## config.mk

```make
export PLATFORM = sky130hd
export DESIGN_NAME = ray_sweep_sequencer
export DESIGN_NICKNAME = d
export VERILOG_FILES = /design/src/rtl/ray_sweep_sequencer.sv
export SDC_FILE = /design/constraint.sdc
export NUM_CORES = 1
export LEC_CHECK = 0
export BUFFER_PORTS_ARGS = -buffer_cell sky130_fd_sc_hd__buf_2
export CORE_ASPECT_RATIO = 1.75
export CORE_UTILIZATION = 35
export DETAILED_ROUTE_END_ITERATION = 16
export GPL_ROUTABILITY_DRIVEN = 0
export GPL_TIMING_DRIVEN = 0
export PLACE_DENSITY_LB_ADDON = 0.15
export SYNTH_ARGS = -nofsm -noshare
export SYNTH_HDL_FRONTEND = slang
export SYNTH_SLANG_ARGS = --single-unit
```

## constraint.sdc

```tcl
create_clock -name clock -period 2.6 [get_ports clock]
set_input_delay 0 -clock clock [delete_from_list [all_inputs] [get_ports clock]]
set_output_delay 0 -clock clock [all_outputs]
set_load 0.03 [all_outputs]
```

## src/rtl/ray_sweep_sequencer.sv

```systemverilog
// ray_sweep_sequencer: frame-level ray sweep for the horizontal wall-intersection
// calculator. Latches the pose at frame start, issues one calculation per screen
// column and forwards each column result downstream over a valid/ready handshake.
// Optional macro RAY_TIMEOUT_EN adds a WAIT-state watchdog that aborts a silent
// calculation after TIMEOUT_CYCLES and emits an empty (no-hit) column instead.
module ray_sweep_sequencer #(
    parameter int NUM_COLS       = 160,
    parameter int ANGLE_STEP     = 6,
    parameter int TIMEOUT_CYCLES = 1024
) (
    input  logic                        clock,
    input  logic                        reset,
    input  logic                        start_frame,
    input  logic [11:0]                 playerX,
    input  logic [11:0]                 playerY,
    input  logic [11:0]                 player_angle,
    output logic                        begin_calc,
    output logic [11:0]                 ray_X,
    output logic [11:0]                 ray_Y,
    output logic [11:0]                 alpha,
    input  logic                        calc_done,
    input  logic [11:0]                 wall_X,
    input  logic [11:0]                 wall_Y,
    input  logic                        wall_found,
    output logic                        calc_abort,
    output logic                        col_valid,
    input  logic                        col_ready,
    output logic [$clog2(NUM_COLS)-1:0] col_index,
    output logic [11:0]                 col_wall_X,
    output logic [11:0]                 col_wall_Y,
    output logic                        col_hit,
    output logic                        busy,
    output logic                        frame_done
);

    localparam int IW = $clog2(NUM_COLS);

    // Half the field of view in angle units, reduced to the 12-bit angle circle.
    localparam logic [11:0]   HALF_SPAN = 12'(((NUM_COLS / 2) * ANGLE_STEP) % 4096);
    localparam logic [11:0]   STEP      = 12'(ANGLE_STEP % 4096);
    localparam logic [IW-1:0] LAST_COL  = IW'(NUM_COLS - 1);

    localparam logic [2:0] S_IDLE  = 3'd0;
    localparam logic [2:0] S_ISSUE = 3'd1;
    localparam logic [2:0] S_WAIT  = 3'd2;
    localparam logic [2:0] S_EMIT  = 3'd3;
    localparam logic [2:0] S_DONE  = 3'd4;

    logic [2:0]    state_q, state_d;
    logic [11:0]   ray_x_q, ray_x_d;
    logic [11:0]   ray_y_q, ray_y_d;
    logic [11:0]   alpha_q, alpha_d;
    logic [IW-1:0] col_index_q, col_index_d;
    logic [11:0]   col_wall_x_q, col_wall_x_d;
    logic [11:0]   col_wall_y_q, col_wall_y_d;
    logic          col_hit_q, col_hit_d;
    logic          timeout;

`ifdef RAY_TIMEOUT_EN
    localparam int TW = $clog2(TIMEOUT_CYCLES + 1);

    logic [TW-1:0] wd_q, wd_d;

    // Watchdog counts WAIT cycles; it is zero on every entry to WAIT because it
    // is held clear in all other states.
    always_comb begin
        wd_d = '0;
        if (state_q == S_WAIT) begin
            wd_d = wd_q + 1'b1;
        end
    end

    // Watchdog register.
    always_ff @(posedge clock or posedge reset) begin
        if (reset) begin
            wd_q <= '0;
        end else begin
            wd_q <= wd_d;
        end
    end

    assign timeout    = (state_q == S_WAIT) && (wd_q == TW'(TIMEOUT_CYCLES - 1));
    // A result arriving in the expiry cycle wins, so no abort is sent then.
    assign calc_abort = timeout && !calc_done;
`else
    assign timeout    = 1'b0;
    assign calc_abort = 1'b0;
`endif

    // Sweep sequencing: pose latch, per-column issue/wait/emit and angle stepping.
    always_comb begin
        state_d      = state_q;
        ray_x_d      = ray_x_q;
        ray_y_d      = ray_y_q;
        alpha_d      = alpha_q;
        col_index_d  = col_index_q;
        col_wall_x_d = col_wall_x_q;
        col_wall_y_d = col_wall_y_q;
        col_hit_d    = col_hit_q;
        case (state_q)
            S_IDLE: begin
                if (start_frame) begin
                    state_d     = S_ISSUE;
                    ray_x_d     = playerX;
                    ray_y_d     = playerY;
                    alpha_d     = player_angle - HALF_SPAN;
                    col_index_d = '0;
                end
            end
            S_ISSUE: begin
                state_d = S_WAIT;
            end
            S_WAIT: begin
                if (calc_done) begin
                    state_d      = S_EMIT;
                    col_wall_x_d = wall_X;
                    col_wall_y_d = wall_Y;
                    col_hit_d    = wall_found;
                end else if (timeout) begin
                    state_d      = S_EMIT;
                    col_wall_x_d = '0;
                    col_wall_y_d = '0;
                    col_hit_d    = 1'b0;
                end
            end
            S_EMIT: begin
                if (col_ready) begin
                    if (col_index_q == LAST_COL) begin
                        // Last column: angle and index keep their final values.
                        state_d = S_DONE;
                    end else begin
                        state_d     = S_ISSUE;
                        alpha_d     = alpha_q + STEP;
                        col_index_d = col_index_q + 1'b1;
                    end
                end
            end
            S_DONE: begin
                state_d = S_IDLE;
            end
            default: begin
                state_d = S_IDLE;
            end
        endcase
    end

    // State and datapath registers; reset abandons any frame in progress.
    always_ff @(posedge clock or posedge reset) begin
        if (reset) begin
            state_q      <= S_IDLE;
            ray_x_q      <= '0;
            ray_y_q      <= '0;
            alpha_q      <= '0;
            col_index_q  <= '0;
            col_wall_x_q <= '0;
            col_wall_y_q <= '0;
            col_hit_q    <= 1'b0;
        end else begin
            state_q      <= state_d;
            ray_x_q      <= ray_x_d;
            ray_y_q      <= ray_y_d;
            alpha_q      <= alpha_d;
            col_index_q  <= col_index_d;
            col_wall_x_q <= col_wall_x_d;
            col_wall_y_q <= col_wall_y_d;
            col_hit_q    <= col_hit_d;
        end
    end

    assign begin_calc = (state_q == S_ISSUE);
    assign col_valid  = (state_q == S_EMIT);
    assign frame_done = (state_q == S_DONE);
    assign busy       = (state_q != S_IDLE);
    assign ray_X      = ray_x_q;
    assign ray_Y      = ray_y_q;
    assign alpha      = alpha_q;
    assign col_index  = col_index_q;
    assign col_wall_X = col_wall_x_q;
    assign col_wall_Y = col_wall_y_q;
    assign col_hit    = col_hit_q;

endmodule

```

Yosys cells after proc, flatten, opt, wreduce, memory -nomap -nowiden. Cells that the tools add are included.

Logic and storage cells: 40. Input bits: 66. Register bits: 72.

Equal/unequal tests: 9. $add $sub $neg: 3. Reduce and logical (&&, ||, !) cells: 7. Muxes and demuxes: 13.

Operators by type and width (count): $mux 12 (3); $mux 8 (3); $pmux 12 s2 (1); $pmux 8 s2 (1); $add 12x3->12 const B (1); $mux 3 (4); $pmux 3 s4 (1); $sub 12x9->12 const B (1); $add 8x1->8 const B (1); $eq 8x8->1 const B (1); $eq 3x2->1 const B (2); $ne 2x2->1 const B (3); $reduce_and 2->1 (2); $reduce_and 4->1 (1); $eq 3x1->1 const B (1); $eq 3x3->1 const B (1); $logic_not 3->1 (1); $reduce_and 3->1 (1); $reduce_bool 3->1 (1); $ne 2x1->1 const B (1); $reduce_bool 2->1 (1).

Longest topological paths before layout. Gate-level depths: netlist of the first run.

Depth after elaboration: 4. Gate-level depth with buffers: 8.

Worst setup path after synthesis of the first run. OpenSTA, ideal clock, no wires.

Path kind: reg2reg. From: register state_q[1]. To: register alpha_q[2], in the netlist alpha[2]. Data required time: 2.475 ns. Setup time: 0.125 ns. Arrival: 1.793 ns. Path slack: 0.682 ns. Buffers on the path: 2. Cell stages (with the launch flop): 7. Period minus slack after synthesis: 1.918 ns. Cell sequence: dfrtp_1 > buf_6 > or3b_1 > a21o_1 > buf_6 > nor2_2 > mux2_2.

Longest elaborated chain between the ends: 3.

Ends and longest elaborated chain: start: declaration (line 49) `logic [2:0] state_q, state_d;`; start signal: assignment (line 159) `state_q <= state_d;`; $eq 3x2->1 / $logic_not 3->1 (equally long branches) (line 100) `case (state_q)`; $ne 2x2->1 (no line) (tied with other cells); $reduce_and 4->1 (no line); end signal: assignment (line 162) `alpha_q <= alpha_d;`; end: declaration (line 52) `logic [11:0] alpha_q, alpha_d;`.

Parallel ways exist; a longest one is shown, timed or not. A chain may end at the register's enable or synchronous reset.

Final worst setup path of the first run.
From: register state_q[2]. To: output col_valid.

Longest elaborated chain between the ends: 1.

Ends and longest elaborated chain: $eq 3x2->1 (line 171) `assign col_valid = (state_q == S_EMIT);`; end: declaration (line 26) `output logic col_valid,`.

No other way between the ends.

==> results of run 1 <==
## registers in the layout (all words and copies together) (netlist names)
| register | cells |
|---|---|
| alpha | 12 |
| col_hit | 1 |
| col_index | 8 |
| col_wall_X | 12 |
| col_wall_Y | 12 |
| ray_X | 12 |
| ray_Y | 12 |
| state_q | 3 |
## synth_stat cells, drive strengths merged (5+ instances only)
cell | n | area, sq um
a21oi | 12 | 60.06
a2bb2oi | 5 | 43.79
buf | 11 | 66.31
clkbuf | 11 | 41.29
dfrtp | 72 | 1802
inv | 7 | 26.28
mux2 | 26 | 292.8
nand2 | 89 | 334.1
nand3 | 14 | 70.07
nor3 | 6 | 30.03
o21ai | 12 | 60.06
## tightest hold or removal path, stage by stage
cell and delay, ns:
buf_2 0.10, nand2_1 0.07, nand2b_1 0.07, mux2i_1 0.06
## power by group through the flow
stage	Sequential, uW	Combinational, uW	Clock [uW]
after floorplan	3010	1120	0
after global placement	2000	3020	0
after detailed placement	2020	3060	0
after CTS	2010	3120	1190
after global routing	2090	3330	1240
final	2010	3100	1160
## repair_timing
item                                   in CTS  in global routing
hold buffers                               55                  0
endpoints found under the hold margin     126                  0
setup buffers                               0                  0
## path summary, 6_finish.rpt
| kind | slack [ns] | start | end |
|---|---|---|---|
| setup / recovery | 0.34 | state_q[2] | col_valid |
| hold / removal | 0.01 | start_frame | col_index[5] |
| setup reg to reg | 0.40 | state_q[2] | alpha[11] |
| hold reg to reg | 0.47 | ray_Y[0] | ray_Y[0] |
| max in group asynchronous | 1.86 | reset | col_wall_Y[0] |
| min in group asynchronous | 0.18 | reset | state_q[1] |
## through the flow
| stage | setup WS [ns] | cells |
|---|---|---|
| after global placement | -0.2214 | 588 |
| after global routing | 0.1259 | 660 |
| after CTS | 0.2167 | 660 |
| after floorplan | 0.6818 | 330 |
| final | 0.3426 | 660 |
| after detailed placement | 0.2193 | 589 |
## kinds of logic (layout without fill, tap and decap cells)
family / Yosys count / count (layout)
adders and majority gates: 3 / 3
other: 1 / 1
muxes: 30 / 30
xor gates and xnor gates: 5 / 5
DFF: 72 / 72
and+or+nand+nor: 136 / 136
buffers and inverters: 29 / 239
AOI/OAI and AO/OA: 54 / 54
## routing by layer
metal	up-vias	routed length [um]	track usage [%]
met2	104	5197	35.24
met5	-	0	0
met1	1519	3484	19.81
li1	1551	-	-
met3	16	467	4.985
met4	0	193	8.170
## final cells by class
class | instances | share of cell area [%]
clock inverter | 6 | 0.8971
tap | 120 | 2.990
buffer | 22 | 2.143
timing repair buffer | 194 | 25.27
multi-input combinational | 229 | 27.49
sequential | 72 | 35.88
inverter | 7 | 0.5731
clock buffer | 10 | 4.760
==> flow_summary.ini, run 1 <==
[run_status]
status = finished clean

[detailed_routing]
postRouteAntennaNets = 0
drtIter0Drc = 102
firstDrtPassIters = 5
num_vias = 3190
routed_wl_mm = 9.342
drc = 0
wl_per_cell_um = 14.15
via_per_inst = 4.833

[layout]
num_antenna_cells = 0
regArea_sq_mm = 0.001802
fin_nets = 604
final_util_pct = 54.87
drive_above_1_share_pct = 35.37
fillCellCount = 842
layout_common_cells = buf_2, nand2_1, dfrtp_1
design_area_sq_mm = 0.005021
multiInputGateArea_sq_mm = 0.001380
areaGrowthSynthToFinish_pct = 51.43
final_common_cell = buf_2

[floorplanning]
core_area_sq_mm = 0.009151
io-pin-count = 140
initial_utilization_pct = 36.23
fp.dieH_um = 130.8
dieArea_sq_mm = 0.009882
row_count = 46
die_width_um = 75.58

[timing]
tightest_slew_ns = 0.5839
holdWs_ns = 0.009746
drv_slew = 0
rsz0062_at_grt = false
setup_viol = 0
period_needed_ns = 2.257
relSlewSlack_pct = 60.78
setup_tns_ns = 0
hold_violations = 0
period_share_pct = 86.82
fmax_ghz = 0.4430
finClkSkew_ns = 0.004884

[global_routing]
antenna_found_initial = 0
grt_pass1_wl_mm = 14.03
grt-ovfl-total = 0
grt_max_degree = 52
grt_use_total_pct = 19.15
grt_pass1_vias = 3047

[synth]
synthSimpleGateAreaFrac_pct = 18.60
synthAdderAreaFrac_pct = 1.132
synth_xor_area_share_pct = 1.321
syn-cell-area_sq_mm = 0.003316
synthesis.nets = 399
synth_cell_types = 45
netlist_instances = 330
synth_compound_area_share_pct = 10.42
synth_edf_count = 0
synthArstFlopShare_pct = 100.0
ys_ff_latch = 72
synthMuxAreaShare_pct = 10.04
ys.warnings.count = 0
syn_avg_cell_area_sq_um = 10.05
synthFlopType = dfrtp_1
ys_seq_area_share_pct = 54.34
synth_top_family_by_area = simple AND/OR/NAND/NOR gates

[pwr]
total_power_uw = 6267
power_density_mw_per_mm2 = 1248
internal_power_uw = 3379
sw_frac_of_total_pct = 46.08
pwr-share-seq_pct = 32.1
ir_drop_v = 0.0006467
p_leak_uw = 0.002488
p_comb_share_pct = 49.4
p_sw_uw = 2888
p_clk_share_pct = 18.5

[critical_path]
r2r_cells = 6
path_depth = 6
start_kind = flip-flop
path_cells = clkbuf_1 > nand3b_1 > inv_1 > clkbuf_1 > buf_2 > buf_2
critPathMaxStageDelay_ns = 0.37
crit_arrival_ns = 2.26
path_delay_family = buffers and inverters
cp.required_ns = 2.60
worst-path-max-fanout = 10
crit_buf_inv = 5
setup.worst_path.end_class = primary output
critPathSlowestCell = nand3b_1
critPathKind = flip-flop to primary output

[clocking]
cts_max_level = 3
insertion_delay_ns = 0.33
clockRootBuffer = clkbuf_16
cts_tree = done
path_clk_slew_ns = 0.06
cts_buffers = 9
cts.sinks = 72
clk_path_buf_depth = 2
cts_resized = 0

[min_path]
worst_hold_path_type = input pin to flip-flop
min_path_cells = 4

[place]
placed_area_sq_mm = 0.004187
hpwl_mm = 6.477
io_buffers = 138

[job]
maxCapViolations = 0
Note: power is estimated with default switching activity, not from simulation.
==> inputs of run 2 (changes only) <==
==> constraint.sdc (replaced) <==
create_clock -name clock -period 1.9 [get_ports clock]
set_input_delay 0 -clock clock [delete_from_list [all_inputs] [get_ports clock]]
set_output_delay 0 -clock clock [all_outputs]
set_load 0.03 [all_outputs]
==> flow_summary.ini, run 2 (synthesized netlist as in run 1, its figures left out) <==
[run_status]
status = finished clean

[clocking]
cts_max_level = 3
insertion_delay_ns = 0.33
cts.sinks = 72
clockRootBuffer = clkbuf_16
path_clk_slew_ns = 0.06
cts_tree = done
clk_path_buf_depth = 2
cts_buffers = 9

[place]
io_buffers = 138
hpwl_mm = 6.477
dp_slack_ns = -0.4807

[timing]
hold_violations = 0
finClkSkew_ns = 0.004695
worst_slack_ns = 0.05277
relSlewSlack_pct = 59.29
drv_slew = 0
fmax_ghz = 0.5414
rsz0062_at_grt = true
tightest_slew_ns = 0.6107
setup_tns_ns = 0
period_needed_ns = 1.847
setup_viol = 0
period_share_pct = 97.22

[layout]
num_antenna_cells = 0
layout_common_cells = buf_2, nand2_1, dfrtp_1
areaGrowthSynthToFinish_pct = 56.34
final_common_cell = buf_2
fin_nets = 611
drive_above_1_share_pct = 40.40

[detailed_routing]
wl_per_cell_um = 14.30
via_per_inst = 4.795
drtIter0Drc = 85
num_vias = 3198
firstDrtPassIters = 4
postRouteAntennaNets = 0
drc = 0
routed_wl_mm = 9.538

[critical_path]
start_kind = flip-flop
r2r-start = state_q[1]
setup.worst_path.end_class = flip-flop
cp.required_ns = 2.17
critPathKind = flip-flop to flip-flop
worst-path-max-fanout = 8
rrSetupSlack_ns = 0.05
r2r_end = col_index[6]
r2r_cells = 5
crit_arrival_ns = 2.12

[pwr]
sw_frac_of_total_pct = 45.74
power_density_mw_per_mm2 = 1699
internal_power_uw = 4780
p_clk_share_pct = 18.1
p_comb_share_pct = 50.4
p_sw_uw = 4029
pwr-share-seq_pct = 31.5
p_leak_uw = 0.002577
ir_drop_v = 0.0008863

[job]
maxCapViolations = 0

[min_path]
whs_endpoint = col_index[5]
min_from = start_frame
min_path_cells = 4
worst_hold_path_type = input pin to flip-flop

[floorplanning]
die_width_um = 75.58
row_count = 46
io-pin-count = 140
fp.dieH_um = 130.8
core_area_sq_mm = 0.009151
dieArea_sq_mm = 0.009882
initial_utilization_pct = 36.23

[global_routing]
grt_pass1_vias = 3081
grt-ovfl-total = 0
antenna_found_initial = 0
grt_pass1_wl_mm = 14.21
grt_max_degree = 52
grt_use_total_pct = 19.41
## run 2: cell types whose count changed in the layout (fill, tap and decap cells not counted), sizes merged
cell  delta
buf      +7
## run 2: power by group through the flow
stage | combinational [uW] | clock, uW | sequential [uW]
after floorplan | 1530 | 0 | 4120
after global placement | 4130 | 0 | 2730
after detailed placement | 4190 | 0 | 2760
after CTS | 4440 | 1640 | 2750
after global routing | 4770 | 1690 | 2890
final | 4440 | 1600 | 2770
## run 2: cell type report
cell class	instances	area, sq um
clock buffers	10	239.0
inverters	7	28.78
well taps	120	150.1
fillers	844	3968
repair buffers	204	1344
clock inverters	6	45.04
multi-input cells	229	1446
plain buffers	19	126.4
flip-flops and latches	72	1804
## run 2: repair_timing
item                                    CTS  global route
endpoints found under the setup margin   65            39
setup buffers                             7             3
hold buffers                             55             0
gates resized for setup                  18            19
pin swaps                                 7            10
hold endpoints to repair                126             0
## run 2: per-stage QoR
step | instances | power [uW] | cell area [sq um] | utilization (%) | hold slack (ns)
floorplan | 330 | 5659 | 3316 | - | 0.1054
global placement | 588 | 6857 | 4156 | 45.42 | 0.1910
detailed placement | 589 | 6951 | 4187 | 45.75 | -0.007669
CTS | 666 | 8829 | 5130 | 56.06 | 0.01495
global route | 667 | 9350 | 5184 | 56.64 | 0.06299
finish | 667 | 8809 | 5184 | 56.64 | 0.009387
## run 2: worst max-delay path by stage
| stage | startpoint | end | slack [ns] | cells after the start |
|---|---|---|---|---|
| global route | state_q[1] | col_index[3] | -0.03 | 4 |
| global placement | reset | col_wall_Y[6] | -0.92 | 2 |
| finish | state_q[1] | col_index[6] | 0.05 | 5 |
| detailed placement | state_q[2] | col_wall_Y[8] | -0.48 | 5 |
| floorplan | state_q[1] | alpha[2] | -0.02 | 6 |
| CTS | state_q[2] | col_index[3] | 0.002 | 6 |
## run 2: critical path, cell delays in order, from the launching register on
cell	delay (ns)
dfrtp_2	0.43
or3b_1	0.39
a21o_1	0.20
buf_6	0.13
or4_4	0.48
a21oi_2	0.15
## run 2: per-layer routing
metal | GRT usage [%] | share of wire [%] | up-vias
met1 | 20.03 | 37 | 1528
met3 | 5.061 | 4.8 | 11
met2 | 35.77 | 56 | 96
met4 | 8.279 | 1.7 | 0
li1 | - | - | 1563
met5 | 0 | 0 | -
